## src/rtl/average_accumulator.sv

```systemverilog
// Per-bank windowed average of 9-lane RAM beats; beat-to-accumulator 2 cycles, result valid 4 cycles after finish.
// No backpressure: a beat is accepted every cycle while accumulating, beats in any other state are dropped.
module average_accumulator #(
    parameter int DATA_W = 16,
    parameter int LANES  = 9,
    parameter int BANKS  = 3,
    parameter int SHIFT  = 12
) (
    input  logic                            i_clk,
    input  logic                            i_reset,
    input  logic                            i_resetAverage,
    input  logic                            i_writeEnable,
    input  logic                            i_mask,
    input  logic                            i_finish,
    input  logic [BANKS*LANES*DATA_W-1:0]   i_data,
    output logic [BANKS*DATA_W-1:0]         o_avg,
    output logic                            o_valid,
    output logic                            o_busy,
    output logic                            o_countErr
);

    localparam int SUM_W  = DATA_W + 4;
    localparam int ACC_W  = DATA_W + SHIFT + 1;
    localparam int CNT_W  = SHIFT + 2;
    localparam int BEAT_W = $clog2(LANES + 1);

    localparam logic signed [ACC_W:0] HALF    = (ACC_W+1)'(1) << (SHIFT - 1);
    localparam logic signed [ACC_W:0] AVG_MAX = (ACC_W+1)'((2 ** (DATA_W - 1)) - 1);
    localparam logic signed [ACC_W:0] AVG_MIN = ~AVG_MAX;
    localparam logic [CNT_W-1:0]      WINDOW  = CNT_W'(2 ** SHIFT);

    typedef enum logic [1:0] {ACC, DRAIN, ROUND, DONE} state_t;

    state_t state;
    state_t nextState;
    logic   drainCnt;
    logic   acceptBeat;
    logic   doRound;

    logic signed [SUM_W-1:0]  laneSum  [BANKS];
    logic signed [SUM_W-1:0]  s1Sum    [BANKS];
    logic [BEAT_W-1:0]        s1Cnt;
    logic                     s1Vld;
    logic signed [ACC_W-1:0]  acc      [BANKS];
    logic [CNT_W-1:0]         count;
    logic [CNT_W:0]           cntSum;
    logic signed [ACC_W:0]    rounded  [BANKS];
    logic [DATA_W-1:0]        avgNext  [BANKS];

    // State register; drainCnt times the two DRAIN cycles
    always_ff @(posedge i_clk or posedge i_reset) begin
        if (i_reset) begin
            state    <= ACC;
            drainCnt <= 1'b0;
        end else begin
            state    <= nextState;
            drainCnt <= i_resetAverage && (state == DRAIN) && !drainCnt;
        end
    end

    always_comb begin
        nextState = state;
        case (state)
            ACC:     if (i_finish) nextState = DRAIN;
            DRAIN:   if (drainCnt) nextState = ROUND;
            ROUND:   nextState = DONE;
            DONE:    nextState = DONE;
            default: nextState = ACC;
        endcase
        if (!i_resetAverage) nextState = ACC;
    end

    always_comb begin
        acceptBeat = (state == ACC) && i_writeEnable && i_resetAverage;
        doRound    = (state == ROUND);
    end

    // Masked lane sum: lane 0 always counts, the rest only on full beats
    always_comb begin
        for (int b = 0; b < BANKS; b++) begin
            laneSum[b] = '0;
            for (int l = 0; l < LANES; l++) begin
                if (l == 0 || i_mask)
                    laneSum[b] = laneSum[b] + SUM_W'($signed(i_data[(b*LANES+l)*DATA_W +: DATA_W]));
            end
        end
    end

    always_comb begin
        cntSum = {1'b0, count} + (CNT_W+1)'(s1Cnt);
        for (int b = 0; b < BANKS; b++) begin
            rounded[b] = ((ACC_W+1)'(acc[b]) + HALF) >>> SHIFT;
            if (rounded[b] > AVG_MAX)
                avgNext[b] = AVG_MAX[DATA_W-1:0];
            else if (rounded[b] < AVG_MIN)
                avgNext[b] = AVG_MIN[DATA_W-1:0];
            else
                avgNext[b] = rounded[b][DATA_W-1:0];
        end
    end

    always_ff @(posedge i_clk or posedge i_reset) begin
        if (i_reset) begin
            for (int b = 0; b < BANKS; b++) begin
                s1Sum[b] <= '0;
                acc[b]   <= '0;
            end
            s1Cnt      <= '0;
            s1Vld      <= 1'b0;
            count      <= '0;
            o_avg      <= '0;
            o_valid    <= 1'b0;
            o_busy     <= 1'b0;
            o_countErr <= 1'b0;
        end else if (!i_resetAverage) begin
            for (int b = 0; b < BANKS; b++) begin
                s1Sum[b] <= '0;
                acc[b]   <= '0;
            end
            s1Cnt   <= '0;
            s1Vld   <= 1'b0;
            count   <= '0;
            o_valid <= 1'b0;
            o_busy  <= 1'b0;
        end else begin
            s1Vld <= acceptBeat;
            if (acceptBeat) begin
                for (int b = 0; b < BANKS; b++) s1Sum[b] <= laneSum[b];
                s1Cnt <= i_mask ? BEAT_W'(LANES) : BEAT_W'(1);
            end
            if (s1Vld) begin
                for (int b = 0; b < BANKS; b++) acc[b] <= acc[b] + ACC_W'(s1Sum[b]);
                count <= cntSum[CNT_W] ? '1 : cntSum[CNT_W-1:0];
            end
            o_valid <= doRound;
            if (doRound) begin
                for (int b = 0; b < BANKS; b++) o_avg[b*DATA_W +: DATA_W] <= avgNext[b];
                o_countErr <= (count != WINDOW);
                o_busy     <= 1'b0;
            end else if (acceptBeat) begin
                o_busy <= 1'b1;
            end
        end
    end

endmodule

```

## config.mk

```make
export PLATFORM = sky130hd
export DESIGN_NAME = average_accumulator
export DESIGN_NICKNAME = d
export VERILOG_FILES = /design/src/rtl/average_accumulator.sv
export SDC_FILE = /design/constraint.sdc
export NUM_CORES = 2
export LEC_CHECK = 0
export BUFFER_PORTS_ARGS = -buffer_cell sky130_fd_sc_hd__buf_2
export CORE_AREA = 2 2 287 289
export CTS_CLUSTER_DIAMETER = 200
export CTS_CLUSTER_SIZE = 25
export DETAILED_ROUTE_END_ITERATION = 12
export DIE_AREA = 0 0 289 291
export PLACE_DENSITY = 0.69
export SLEW_MARGIN = 5
export SYNTH_ARGS = -nofsm -noshare
export SYNTH_HDL_FRONTEND = slang
export SYNTH_SLANG_ARGS = --single-unit
```

## constraint.sdc

```tcl
create_clock -name i_clk -period 8.45 [get_ports i_clk]
set_input_delay 0 -clock i_clk [delete_from_list [all_inputs] [get_ports i_clk]]
set_output_delay 0 -clock i_clk [all_outputs]
set_load 0.05 [all_outputs]
```

==> results.toml <==
[timing]
rsz0062_at_grt = "true"
tightest_slew_ns = 1.06
worst_slack_ns = -1.24
max_freq_mhz = 103
min_period_ns = 9.69
fin_crit_sh = 1.15
hold_slack_ns = 0.0381
relSlewSlack = 0.293
skew_ns = 0.0193
finalMaxSlewViolations = 0
final_hold_viol_count = 0
setup_viol = 21

[run_status]
status = "complete, but fails checks"
violations = "setup timing"

[drt]
wirelength_um = 127000
viasPerCell = 5.51
drc_errors = 0
dr_total_vias = 40200
drtAntennaViolNets = 0
first_pass_iters = 5
post_drt_wl_per_cell_um = 17.4
drt_first_iter_violations = 2133

[critical_path]
slowest_delay_ns = 0.46
cp_max_fo = 4
cp_num_buf_inv = 4
crit_path_end_kind = "flip-flop"
cpMaxStageDelayCell = "o41ai_4"
cp.required_ns = 8.77
arrival_ns = 10.01
crit_family = "compound AO/OA/AOI/OAI gates"
crit_top_cell = "ha_4"
crit_path_start_kind = "input pin"
worstSetupPathType = "input pin to flip-flop"

[power]
p_switching_mw = 4.51
powerDensity_nw_per_um2 = 197
vdd_ir_drop_max_uv = 105
seqPwrFrac = 0.127
sw_frac_of_total = 0.443
power.leakage_nw = 25.8
intPower_mw = 5.67
clockPowerShare = 0.064
p_comb_frac = 0.809

[place]
dpl.hpwl_um = 99800
place.port_buffers = 488
place_congestion = 0.942
placed_area_um2 = 47200

[finish]
finalNetCount = 7198
drive_gt1_frac = 0.355
design_area_um2 = 51700
fill_cells = 7038
area_growth_pct = 42.9

[floorplan]
core.rowCount = 105
io_pins = 489
die_y_um = 291
core_area_um2 = 81200
dieWidth_um = 289
dieArea_um2 = 84100
start_util = 0.445

[global_routing]
grt_start_max_net_pins = 94
grt.total_usage = 0.281
grt-ovfl-total = 0
first_global_vias = 38200
grt_first_pass_wirelength_um = 194000
grt_antenna_before_repair = 67

[clock_network]
numCtsBuffers = 12
htree_levels = 1
path_clk_slew_ns = 0.10
cts_tree = "done"
clk_latency_ns = 0.50
clock-sinks = 218
cts.path.max_buffers = 3
cts_root_buf = "clkbuf_16"

[synth]
synth_cell_types = 83
yosysSeqAreaShare = 0.151
netlist_top_cells_count = "555 x ha_1, 470 x o21ai_0, 429 x nand2_1"
syn_avg_cell_area_um2 = 7.55
synth_edf_count = 0
syn_area_um2 = 36100
ys_ff_latch = 218
yosys-top-cells-area = "ha_1 19%, dfrtp_1 15%, o21ai_0 6.5%"
synth_top_area_frac = 0.192
yosys_warnings = 0
synth.most_common_cell = "ha_1"
synthFlopType = "dfrtp_1"
synth_top_cell_by_area = "ha_1"
netlist_instances = 4790
syn_nets = 5810
ys_async_sr_fraction = 1.00

[run]
cap_violations = 0

[hold_path]
min_path_type = "input pin to flip-flop"
-- routing by layer --
layer | vias up | routed length [um] | track usage
li1 | 20300 | - | -
met1 | 18700 | 57500 | 0.379
met2 | 979 | 57900 | 0.460
met3 | 257 | 6350 | 0.0299
met4 | 26 | 5220 | 0.106
met5 | - | 160 | 0
-- power by group through the flow --
stage          Clock (mW)  Sequential (mW)  Combinational, mW
4_1_cts             0.669             1.30               7.30
3_3_place_gp            0             1.31               6.77
2_1_floorplan           0             1.55               4.25
3_5_place_dp            0             1.32               6.90
5_1_grt             0.694             1.32               9.00
6_report            0.647             1.30               8.24
-- stage by stage --
stage	util	power, mW	setup WS (ns)	setup TNS (ns)	cells
after floorplan	-	5.80	-1.08	-6.99	4790
after global placement	0.581	8.09	-1.77	-27.90	7117
after detailed placement	0.581	8.22	-2.00	-31.68	7117
after CTS	0.604	9.27	-1.01	-8.28	7178
after global routing	0.636	11.0	-1.69	-23.24	7288
final	0.636	10.2	-1.24	-12.40	7297
-- area by class of cell --
class	count	area, um^2	share of cell area
Inverter	237	916	0.0177
Sequential cell	218	5460	0.106
Antenna cell	48	120	0.00233
Clock buffer	14	329	0.00637
Tap cell	1070	1340	0.0259
Timing Repair Buffer	1528	10500	0.204
Clock inverter	1	8.76	0.000170
Multi-Input combinational cell	4181	32900	0.638
-- worst register-to-register path, delay by kind of cell (launching register included) --
family | cells | cell delay [ns]
AO/OA/AOI/OAI | 10 | 2.59
XOR/XNOR | 1 | 0.18
adder cells (fa/ha/maj) | 2 | 0.39
flip-flops | 1 | 0.37
AND/OR/NAND/NOR | 1 | 0.05
-- path summary, 6_finish.rpt --
kind	from	to	slack [ns]	depth (start not counted)
max	i_data[288]	s1Sum[19]	-1.24	54
min	i_data[418]	s1Sum[2]	0.04	5
max reg2reg	acc[29]	acc[57]	4.71	14
min reg2reg	drainCnt	drainCnt	0.47	1
max in group asynchronous	i_reset	s1Vld	6.84	4
min in group asynchronous	i_reset	o_valid	0.15	3
-- repair_timing --
action | 4_1_cts | 5_1_grt
pin swaps | 218 | 344
setup buffers | 43 | 80
hold buffers | 7 | 0
setup endpoints to repair | 26 | 32
gates resized for setup | 267 | 479
hold endpoints to repair | 96 | 0
-- state kept, by name, indices dropped and copies added (netlist names) --
name        cells
acc            87
count          14
drainCnt        1
o_avg          48
o_busy          1
o_countErr      1
o_valid         1
s1Cnt           2
s1Sum          60
s1Vld           1
state           2
-- cells in the final DEF, fill, tap and decap left out, drive strengths merged, types with 108 or more instances in the layout --
master	count
nor3	121
nand2	429
dfrtp	218
o21ai	474
ha	555
a21o	250
a21oi	408
inv	236
buf	1521
nand3	108
xor2	181
xnor2	227
nor2	393
-- cells by family after synthesis --
| logic type | count (synthesis) | share of synthesized area |
|---|---|---|
| adders and majority gates | 582 | 0.207 |
| AOI/OAI and AO/OA | 1657 | 0.291 |
| DFF | 218 | 0.151 |
| and+or+nand+nor | 1458 | 0.190 |
| xor gates and xnor gates | 410 | 0.100 |
| buffers and inverters | 391 | 0.0406 |
| muxes | 74 | 0.0205 |
(Power assumes the default switching activity.)
